--- config.mk ---
export PLATFORM = sky130hd
export DESIGN_NAME = alu_cmd_issuer_flat
export DESIGN_NICKNAME = d
export VERILOG_FILES = /design/src/rtl/circ_pkg.sv /design/src/rtl/alu_cmd_issuer_if.sv /design/src/rtl/circ_cmd_fifo.sv /design/src/rtl/alu_cmd_issuer.sv /design/src/flat_wrapper.sv
export SDC_FILE = /design/constraint.sdc
export NUM_CORES = 1
export LEC_CHECK = 0
export ABC_AREA = 1
export CORE_MARGIN = 1
export CORE_UTILIZATION = 40
export CTS_CLUSTER_DIAMETER = 30
export DETAILED_ROUTE_END_ITERATION = 8
export PLACE_DENSITY = 0.64
export SLEW_MARGIN = 25
export SYNTH_ARGS = -nofsm -noshare
export SYNTH_HDL_FRONTEND = slang
export SYNTH_SLANG_ARGS = --single-unit
--- constraint.sdc ---
create_clock -name clk_i -period 9.32 [get_ports clk_i]
set_input_delay 2.33 -clock clk_i [delete_from_list [all_inputs] [get_ports clk_i]]
set_output_delay 2.33 -clock clk_i [all_outputs]
set_load 0.005 [all_outputs]
--- src/rtl/circ_pkg.sv ---
// Shared opcodes, error bit indices and issuer FSM states for the calculator front-end.
package circ_pkg;

  localparam logic [3:0] OP_NOP  = 4'd0;
  localparam logic [3:0] OP_ADD  = 4'd1;
  localparam logic [3:0] OP_SUB  = 4'd2;
  localparam logic [3:0] OP_MUL  = 4'd3;
  localparam logic [3:0] OP_DIV  = 4'd4;
  localparam logic [3:0] OP_MOD  = 4'd5;
  localparam logic [3:0] OP_AND  = 4'd6;
  localparam logic [3:0] OP_OR   = 4'd7;
  localparam logic [3:0] OP_XOR  = 4'd8;
  localparam logic [3:0] OP_LAST = OP_XOR;

  localparam int ERR_DIV0 = 0;
  localparam int ERR_OVF  = 1;

  typedef enum logic [1:0] {IDLE, WAIT, RESP} state_t;

  function automatic logic op_known(input logic [3:0] op);
    return op <= OP_LAST;
  endfunction

endpackage

--- src/rtl/alu_cmd_issuer_if.sv ---
// Command, datapath and result channels of the issuer; master = issuer side.
interface alu_cmd_issuer_if #(parameter int WIDTH = 16) ();

  logic               cmd_valid;
  logic               cmd_ready;
  logic [3:0]         cmd_op;
  logic [WIDTH-1:0]   cmd_a;
  logic [WIDTH-1:0]   cmd_b;

  logic [WIDTH-1:0]   alu_in1;
  logic [WIDTH-1:0]   alu_in2;
  logic [3:0]         alu_op;
  logic [2*WIDTH-1:0] alu_out;
  logic [1:0]         alu_err;

  logic               res_valid;
  logic               res_ready;
  logic [2*WIDTH-1:0] res_data;
  logic [1:0]         res_err;
  logic [3:0]         res_op;

  modport master (
    input  cmd_valid, cmd_op, cmd_a, cmd_b, alu_out, alu_err, res_ready,
    output cmd_ready, alu_in1, alu_in2, alu_op, res_valid, res_data, res_err, res_op
  );

  modport slave (
    output cmd_valid, cmd_op, cmd_a, cmd_b, alu_out, alu_err, res_ready,
    input  cmd_ready, alu_in1, alu_in2, alu_op, res_valid, res_data, res_err, res_op
  );

endinterface

--- src/rtl/circ_cmd_fifo.sv ---
// Synchronous command FIFO with show-ahead head; writes are refused when full (no pop bypass).
module circ_cmd_fifo #(
  parameter int DW    = 36,
  parameter int DEPTH = 4
) (
  input  logic          clk_i,
  input  logic          rst_ni,
  input  logic          wr_en_i,
  input  logic [DW-1:0] wr_data_i,
  input  logic          rd_en_i,
  output logic [DW-1:0] rd_data_o,
  output logic          full_o,
  output logic          empty_o
);

  localparam int AW = $clog2(DEPTH);

  logic [AW:0]   wr_ptr_q, rd_ptr_q;
  logic [DW-1:0] mem_q [DEPTH];
  logic          push, pop;

  // Extra pointer MSB distinguishes full from empty when the index bits match.
  assign full_o    = (wr_ptr_q[AW] != rd_ptr_q[AW]) && (wr_ptr_q[AW-1:0] == rd_ptr_q[AW-1:0]);
  assign empty_o   = (wr_ptr_q == rd_ptr_q);
  assign push      = wr_en_i && !full_o;
  assign pop       = rd_en_i && !empty_o;
  assign rd_data_o = mem_q[rd_ptr_q[AW-1:0]];

  always_ff @(posedge clk_i) begin
    if (push) mem_q[wr_ptr_q[AW-1:0]] <= wr_data_i;
  end

  always_ff @(posedge clk_i or negedge rst_ni) begin
    if (!rst_ni) begin
      wr_ptr_q <= '0;
      rd_ptr_q <= '0;
    end else begin
      if (push) wr_ptr_q <= wr_ptr_q + 1'b1;
      if (pop)  rd_ptr_q <= rd_ptr_q + 1'b1;
    end
  end

endmodule

--- src/rtl/alu_cmd_issuer.sv ---
// Issues queued commands to the combinational calculator and returns captured results in order.
// Optional macro ISSUER_OPCHECK_EN: unknown opcodes are answered with an error instead of issued.
//   state | meaning
//   IDLE  | waiting for a queued command; pops and issues the head
//   WAIT  | datapath settling; counter runs down, result captured at 1
//   RESP  | result held on RES_* until accepted
module alu_cmd_issuer
  import circ_pkg::*;
#(
  parameter int WIDTH = 16,
  parameter int DEPTH = 4,
  parameter int LAT   = 2
) (
  input  logic              clk_i,
  input  logic              rst_ni,
  alu_cmd_issuer_if.master  bus
);

  localparam int DW = 4 + 2*WIDTH;
  localparam int CW = $clog2(LAT + 1);

  state_t             state_q, state_d;
  logic [CW-1:0]      cnt_q, cnt_d;
  logic [WIDTH-1:0]   alu_in1_q, alu_in1_d, alu_in2_q, alu_in2_d;
  logic [3:0]         alu_op_q, alu_op_d;
  logic               res_valid_q, res_valid_d;
  logic [2*WIDTH-1:0] res_data_q, res_data_d;
  logic [1:0]         res_err_q, res_err_d;
  logic [3:0]         res_op_q, res_op_d;
  logic               rdy_en_q;
`ifdef ISSUER_OPCHECK_EN
  logic               bad_q, bad_d;
  logic [3:0]         cur_op_q, cur_op_d;
`endif

  logic          fifo_full, fifo_empty, fifo_pop;
  logic [DW-1:0] head;
  logic [3:0]    head_op;

  // Held low through reset and for the first edge after release.
  assign bus.cmd_ready = rdy_en_q && !fifo_full;
  assign head_op       = head[DW-1 -: 4];

  circ_cmd_fifo #(.DW(DW), .DEPTH(DEPTH)) u_fifo (
    .clk_i     (clk_i),
    .rst_ni    (rst_ni),
    .wr_en_i   (bus.cmd_valid && bus.cmd_ready),
    .wr_data_i ({bus.cmd_op, bus.cmd_a, bus.cmd_b}),
    .rd_en_i   (fifo_pop),
    .rd_data_o (head),
    .full_o    (fifo_full),
    .empty_o   (fifo_empty)
  );

  always_comb begin
    state_d     = state_q;
    cnt_d       = cnt_q;
    alu_in1_d   = alu_in1_q;
    alu_in2_d   = alu_in2_q;
    alu_op_d    = alu_op_q;
    res_valid_d = res_valid_q;
    res_data_d  = res_data_q;
    res_err_d   = res_err_q;
    res_op_d    = res_op_q;
    fifo_pop    = 1'b0;
`ifdef ISSUER_OPCHECK_EN
    bad_d       = bad_q;
    cur_op_d    = cur_op_q;
`endif
    unique case (state_q)
      IDLE: begin
        if (!fifo_empty) begin
          fifo_pop = 1'b1;
          state_d  = WAIT;
`ifdef ISSUER_OPCHECK_EN
          cur_op_d = head_op;
          if (!op_known(head_op)) begin
            bad_d = 1'b1;
            cnt_d = CW'(1);
          end else begin
            bad_d     = 1'b0;
            cnt_d     = CW'(LAT);
            alu_op_d  = head_op;
            alu_in1_d = head[2*WIDTH-1 -: WIDTH];
            alu_in2_d = head[WIDTH-1:0];
          end
`else
          cnt_d     = CW'(LAT);
          alu_op_d  = head_op;
          alu_in1_d = head[2*WIDTH-1 -: WIDTH];
          alu_in2_d = head[WIDTH-1:0];
`endif
        end
      end
      WAIT: begin
        cnt_d = cnt_q - 1'b1;
        if (cnt_q == CW'(1)) begin
          res_valid_d = 1'b1;
          state_d     = RESP;
`ifdef ISSUER_OPCHECK_EN
          res_op_d = cur_op_q;
          if (bad_q) begin
            res_data_d = '0;
            res_err_d  = 2'b11;
          end else begin
            res_data_d = bus.alu_out;
            res_err_d  = bus.alu_err;
          end
`else
          res_op_d   = alu_op_q;
          res_data_d = bus.alu_out;
          res_err_d  = bus.alu_err;
`endif
        end
      end
      RESP: begin
        if (bus.res_ready) begin
          res_valid_d = 1'b0;
          state_d     = IDLE;
        end
      end
      default: state_d = IDLE;
    endcase
  end

  always_ff @(posedge clk_i or negedge rst_ni) begin
    if (!rst_ni) begin
      state_q     <= IDLE;
      cnt_q       <= '0;
      alu_in1_q   <= '0;
      alu_in2_q   <= '0;
      alu_op_q    <= OP_NOP;
      res_valid_q <= 1'b0;
      res_data_q  <= '0;
      res_err_q   <= '0;
      res_op_q    <= '0;
      rdy_en_q    <= 1'b0;
`ifdef ISSUER_OPCHECK_EN
      bad_q       <= 1'b0;
      cur_op_q    <= '0;
`endif
    end else begin
      state_q     <= state_d;
      cnt_q       <= cnt_d;
      alu_in1_q   <= alu_in1_d;
      alu_in2_q   <= alu_in2_d;
      alu_op_q    <= alu_op_d;
      res_valid_q <= res_valid_d;
      res_data_q  <= res_data_d;
      res_err_q   <= res_err_d;
      res_op_q    <= res_op_d;
      rdy_en_q    <= 1'b1;
`ifdef ISSUER_OPCHECK_EN
      bad_q       <= bad_d;
      cur_op_q    <= cur_op_d;
`endif
    end
  end

  assign bus.alu_in1   = alu_in1_q;
  assign bus.alu_in2   = alu_in2_q;
  assign bus.alu_op    = alu_op_q;
  assign bus.res_valid = res_valid_q;
  assign bus.res_data  = res_data_q;
  assign bus.res_err   = res_err_q;
  assign bus.res_op    = res_op_q;

endmodule
--- src/flat_wrapper.sv ---
// flat-port wrapper written by rule: the top's interface ports become plain ports
module alu_cmd_issuer_flat import circ_pkg::*;
#(
  parameter int WIDTH = 16,
  parameter int DEPTH = 4,
  parameter int LAT   = 2
)
  (clk_i, rst_ni, bus_cmd_valid, bus_cmd_op, bus_cmd_a, bus_cmd_b, bus_alu_out, bus_alu_err, bus_res_ready, bus_cmd_ready, bus_alu_in1, bus_alu_in2, bus_alu_op, bus_res_valid, bus_res_data, bus_res_err, bus_res_op);
  alu_cmd_issuer_if #(.WIDTH(WIDTH)) bus_i ();
  input  logic clk_i;
  input  logic rst_ni;
  input wire logic [$bits(bus_i.cmd_valid)-1:0] bus_cmd_valid;
  input wire logic [$bits(bus_i.cmd_op)-1:0] bus_cmd_op;
  input wire logic [$bits(bus_i.cmd_a)-1:0] bus_cmd_a;
  input wire logic [$bits(bus_i.cmd_b)-1:0] bus_cmd_b;
  input wire logic [$bits(bus_i.alu_out)-1:0] bus_alu_out;
  input wire logic [$bits(bus_i.alu_err)-1:0] bus_alu_err;
  input wire logic [$bits(bus_i.res_ready)-1:0] bus_res_ready;
  output wire logic [$bits(bus_i.cmd_ready)-1:0] bus_cmd_ready;
  output wire logic [$bits(bus_i.alu_in1)-1:0] bus_alu_in1;
  output wire logic [$bits(bus_i.alu_in2)-1:0] bus_alu_in2;
  output wire logic [$bits(bus_i.alu_op)-1:0] bus_alu_op;
  output wire logic [$bits(bus_i.res_valid)-1:0] bus_res_valid;
  output wire logic [$bits(bus_i.res_data)-1:0] bus_res_data;
  output wire logic [$bits(bus_i.res_err)-1:0] bus_res_err;
  output wire logic [$bits(bus_i.res_op)-1:0] bus_res_op;
  assign bus_i.cmd_valid = bus_cmd_valid;
  assign bus_i.cmd_op = bus_cmd_op;
  assign bus_i.cmd_a = bus_cmd_a;
  assign bus_i.cmd_b = bus_cmd_b;
  assign bus_i.alu_out = bus_alu_out;
  assign bus_i.alu_err = bus_alu_err;
  assign bus_i.res_ready = bus_res_ready;
  assign bus_cmd_ready = bus_i.cmd_ready;
  assign bus_alu_in1 = bus_i.alu_in1;
  assign bus_alu_in2 = bus_i.alu_in2;
  assign bus_alu_op = bus_i.alu_op;
  assign bus_res_valid = bus_i.res_valid;
  assign bus_res_data = bus_i.res_data;
  assign bus_res_err = bus_i.res_err;
  assign bus_res_op = bus_i.res_op;
  alu_cmd_issuer #(.WIDTH(WIDTH), .DEPTH(DEPTH), .LAT(LAT)) u_core (.clk_i(clk_i), .rst_ni(rst_ni), .bus(bus_i));
endmodule
Word level (Yosys, flattened, before mapping). Memories as Yosys holds them, arrays and structs flattened. A register that Yosys moved wholly into a read port is not among the register bits. Cells that the tools add are included.

Bits in registers: 50. Logic and storage cells: 52. Memories kept: 1. Memory bits (writable): 144. Bits of input ports: 74. Output and inout bits: 76.

Memories: u_core.u_fifo.mem_q (depth 4, width 36, read ports 1, clocked after memory_dff 1, write ports 1, RTL line circ_cmd_fifo.sv:19) `logic [DW-1:0] mem_q [DEPTH];`.

Add/sub/neg operators: 3. Equality and inequality tests: 9. Reductions and logical operators: 16. Bitwise gates (word level): 1. Mux-type cells: 13.

Operators by type and width (count): 2-to-1 mux 2 bit (4); adder 3 x 1 -> 3 bit (second input constant) (2); 2-to-1 mux 1 bit (6); one-hot mux 2 bit (3 select lines) (1); AND reduction 2 bit (3); AND reduction 3 bit (2); logical AND 1 bit (5); == test 2 x 1 -> 1 bit (second input constant) (2); inequality test 2 bit (second input constant) (2); one-hot mux 2 bit (2 select lines) (1); nonzero test 2 bit (2); == test 3 bit (1); zero test 1 bit (3); == test 2 bit (1); == test 2 bit (second input constant) (1); zero test 2 bit (1); inequality test 2 x 1 -> 1 bit (second input constant) (1); one-hot mux 1 bit (2 select lines) (1); subtractor 2 x 1 -> 2 bit (second input constant) (1); inequality test 1 bit (1); NOT 1 bit (1).

Longest topological paths before layout.
Word-level depth: 8. Gate-level depth with buffers: 10. Gate-level depth less buffers: 8.

Hierarchy. From an unflattened synthesis, not the netlist that was laid out.

Cell total of the unflattened synthesis: 761. Area total of the unflattened synthesis: 8926.1 um2.

Modules (own cells, without submodules): circ_cmd_fifo (cells each 409, seq. area each 4474.3 um2, area each 5811.8 um2, instances 1); alu_cmd_issuer (cells each 352, seq. area each 2001.9 um2, area each 3114.2 um2, instances 1).

Worst setup path after synthesis. No wires, ideal clock.

Path type: input -> register. Start point: input port bus_cmd_valid. End point: memory u_core.u_fifo.mem_q[0][0] (enable). Data arrival time: 4064 ps. Setup time: 429 ps. Data required time: 8891 ps. Path buffers: 0. Path slack: 4826 ps. Stages: 2. Cell sequence: nand3_1 -> nor2_1.

Word-level cells in the longest chain between the ends: 4.

RTL lines: start, declared (RTL line flat_wrapper.sv:12) `input wire logic [$bits(bus_i.cmd_valid)-1:0] bus_cmd_valid;`; logical AND 1 bit (RTL line alu_cmd_issuer.sv:47) `.wr_en_i (bus.cmd_valid && bus.cmd_ready),`; logical AND 1 bit (RTL line circ_cmd_fifo.sv:25) `assign push = wr_en_i && !full_o;`; 2-to-1 mux 1 bit (RTL line circ_cmd_fifo.sv:30) `if (push) mem_q[wr_ptr_q[AW-1:0]] <= wr_data_i;`; 2-to-1 mux 1 bit (implied by the code) (RTL line circ_cmd_fifo.sv:30); end, declared (RTL line circ_cmd_fifo.sv:19).

Every way passes these cells.

Worst setup path in the final report.
Start point: register u_core.u_fifo.rd_ptr_q[1]. End point: output port bus_cmd_ready.

Word-level cells in the longest chain between the ends: 4.

RTL lines: start, declared (RTL line circ_cmd_fifo.sv:18) `logic [AW:0] wr_ptr_q, rd_ptr_q;`; start signal, assigned (RTL line circ_cmd_fifo.sv:39) `if (pop) rd_ptr_q <= rd_ptr_q + 1'b1;`; == test 2 bit (RTL line circ_cmd_fifo.sv:23) `assign full_o = (wr_ptr_q[AW] != rd_ptr_q[AW]) && (wr_ptr_q[AW-1:0] == rd_ptr_q[AW-1:0]);`; logical AND 1 bit (RTL line circ_cmd_fifo.sv:23); zero test 1 bit (RTL line alu_cmd_issuer.sv:41) `assign bus.cmd_ready = rdy_en_q && !fifo_full;`; logical AND 1 bit (RTL line alu_cmd_issuer.sv:41); end, declared (RTL line flat_wrapper.sv:19) `output wire logic [$bits(bus_i.cmd_ready)-1:0] bus_cmd_ready;`.

Every way passes these cells.

==> flow_metrics.py <==
metrics = {
    "routing": {
        "wl_um": 19300,
        "vias": 5600,
        "drcViolationCount": 0,
        "via_per_inst": 4.89,
        "drtIter0Drc": 350,
        "drtAntennaViolNets": 0,
        "first_pass_iters": 4,
        "wl_per_cell_um": 16.8,
    },
    "finish": {
        "num_antenna_cells": 0,
        "final_common_cell": "clkdlybuf4s50_1",
        "drive_gt1_share_pct": 15.4,
        "fillers": 1756,
        "mostFrequentLayoutCells": "clkdlybuf4s50_1, edfxtp_1, nand2_1",
        "fin_cells": 1146,
        "final_nets": 917,
        "syn_to_final_growth_pct": 38.4,
    },
    "floorplan": {
        "die_h_um": 150,
        "start_util_pct": 41.2,
        "coreArea_um2": 21200,
        "die_width_um": 150,
        "die_area_um2": 22400,
        "num_rows": 53,
        "pin_count": 150,
    },
    "clocking": {
        "clk_path_buf_depth": 3,
        "cts.htree.levels": 2,
        "clock-root-buffer": "clkbuf_16",
        "cts.repair.resized": 0,
        "clk_latency_ns": 0.52,
        "path_clk_slew_ns": 0.05,
        "tritoncts": "done",
        "cts.sinks": 230,
        "cts_buffers": 43,
        "postCtsSetupBuffers": 0,
        "postCtsHoldBufs": 0,
    },
    "critical_path": {
        "cp_slowest_cell": "dfrtp_1",
        "crit_fanout": 27,
        "required_ns": 6.99,
        "path_buf_inv": 4,
        "path_common_cell": "nand2_1",
        "start_kind": "flop",
        "max_stage_delay_ns": 0.61,
        "cp_top_family": "buffers and inverters",
        "crit_arrival_ns": 2.55,
        "endpoint_kind": "output pin",
        "path_cells": "buf_4 -> inv_1 -> nand2_1 -> nand2_1 -> nand3_1 -> nand2_1 -> inv_1 -> clkdlybuf4s50_1",
        "critical_path_class": "reg -> out",
    },
    "synth": {
        "ys_types": 25,
        "synth_warnings": 0,
        "synth_area_leaders": "edfxtp_1, dfrtp_1, nand2_1",
        "syn_avg_cell_area_um2": 13.1,
        "yosysTopAreaCell": "edfxtp_1",
        "synth_cells": 667,
        "syn_nets": 747,
        "ys_seq_elements": 230,
        "netlist_area_um2": 8730,
        "synth_top_area_share_pct": 49.5,
        "seq_area_frac_synth_pct": 74.1,
    },
    "timing": {
        "slew_viol_final": 0,
        "fin_crit_sh_pct": 52.3,
        "worst_slew_pin_slew_ns": 0.774,
        "setup_viol": 0,
        "timing.fmax_mhz": 205,
        "max_slew_margin_pct": 48.4,
        "hold_viol_final": 0,
        "layout_min_cycle_time_ns": 4.88,
        "rsz0062_at_grt": "false",
        "fin_setup_tns_ns": 0,
        "clock_skew_ns": 0.0175,
    },
    "outcome": {
        "status": "finished clean",
    },
    "global_route": {
        "grt_pass1_wl_um": 30100,
        "grt_pass1_vias": 5684,
        "grt_max_degree": 81,
        "antenna_found_initial": 0,
        "grt_overflow_total": 0,
        "grt_usage_pct": 17.4,
    },
    "worst_hold_path": {
        "hp-class": "reg -> reg",
    },
    "power_and_ir_drop": {
        "power.total_mw": 4.33,
        "peakVddDrop_mv": 0.151,
        "p_leak_nw": 4.72,
        "p_per_area_nw_per_um2": 358,
    },
    "placement": {
        "gp_congestion": 0.714,
        "dp.cells": 1067,
        "dp_hpwl_um": 11400,
        "io_buffers": 149,
    },
    "job": {
        "cap_violations": 0,
    },
}
==> synth_stat cells <==
master    count
nor2_1       78
buf_2        11
dfrtp_1      86
nand3_1       5
o22ai_1      36
mux2_2       38
clkbuf_1     17
nand2_1     139
nand4_1       3
edfxtp_1    144
buf_4         1
o21ai_0      75
clkbuf_2      1
inv_2         2
buf_1         1
nand3_2       1
nand2_4       1
buf_6         3
ha_1          6
inv_1        13
xnor2_1       1
xor2_1        1
xnor2_2       1
or2_2         2
conb_1        1
==> per-layer routing <==
layer / vias up / track usage (%) / part of all wire (%) / wire length [µm]
li1: 2692 / - / - / -
met1: 2667 / 23.3 / 44 / 8460
met2: 211 / 28.1 / 47 / 9010
met3: 30 / 4.15 / 7.7 / 1480
met4: 0 / 5.05 / 1.6 / 303
met5: - / 0 / 0 / 0
==> through the flow <==
step | cell area [µm²] | utilization (%) | setup slack, ns | hold slack (ns)
floorplan | 8730 | - | 4.83 | 0.464
global placement | 10500 | 49.3 | 4.58 | 0.456
detailed placement | 10600 | 49.9 | 4.76 | 0.464
CTS | 12100 | 57.0 | 4.41 | 0.475
global route | 12100 | 57.0 | 4.23 | 0.498
finish | 12100 | 57.0 | 4.44 | 0.477
==> final cells by class <==
| cell class | count | area, µm² | area share (%) |
|---|---|---|---|
| inverter | 15 | 58.8 | 0.487 |
| clock buffer | 53 | 1150 | 9.55 |
| timing repair buffer | 159 | 1650 | 13.7 |
| tap | 275 | 344 | 2.85 |
| multi-input combinational | 388 | 2060 | 17.1 |
| sequential | 230 | 6480 | 53.6 |
| clock inverter | 26 | 335 | 2.77 |
==> report_power, final <==
part,internal (mW),switching (mW),leakage (nW)
clock,1.03,0.526,0.721
sequential,1.35,0.121,2.34
combinational,0.614,0.682,1.65
total,3.00,1.33,4.72
==> tightest hold or removal path, delay by kind of cell, from the launching register on <==
kind / cells / cell delay, ns
flops: 1 / 0.33
simple gates: 2 / 0.11
==> flip-flops by register name (all words and copies together) (netlist names) <==
name / flops
u_core.u_fifo.wr_ptr_q: 3
u_core.bus.alu_in2: 16
u_core.bus.res_err: 2
u_core.rdy_en_q: 1
u_core.u_fifo.mem_q: 144
u_core.bus.res_data: 32
u_core.u_fifo.rd_ptr_q: 3
u_core.bus.res_op: 4
u_core.bus.alu_op: 4
u_core.cnt_q: 2
u_core.bus.alu_in1: 16
u_core.bus.res_valid: 1
u_core.state_q: 2
==> cell families (layout without fill, tap and decap cells) <==
logic type	after synthesis	count (layout)	share of synthesized area, %
DFF	230	230	74.1
and+or+nand+nor	229	229	10.2
AOI/OAI and AO/OA	111	111	6.88
buffers and inverters	49	253	2.58
muxes	38	38	4.90
adders and majority gates	6	6	0.859
xor gates and xnor gates	3	3	0.387
other	1	1	0.0429
==> worst paths after layout <==
| path | start | endpoint | slack (ns) | cells past startpoint |
|---|---|---|---|---|
| setup / recovery | u_core.u_fifo.rd_ptr_q[1] | bus_cmd_ready | 4.44 | 8 |
| hold / removal | u_core.bus.alu_in1[11] | u_core.bus.alu_in1[11] | 0.48 | 2 |
| setup reg to reg | u_core.u_fifo.rd_ptr_q[1] | u_core.u_fifo.mem_q[0][27] | 6.25 | 8 |
| hold reg to reg | u_core.bus.alu_in1[11] | u_core.bus.alu_in1[11] | 0.48 | 2 |
| max in group asynchronous | rst_ni | u_core.u_fifo.rd_ptr_q[0] | 6.76 | 2 |
| min in group asynchronous | rst_ni | u_core.bus.res_data[18] | 1.61 | 1 |
Power figures use the tool's default switching activity.
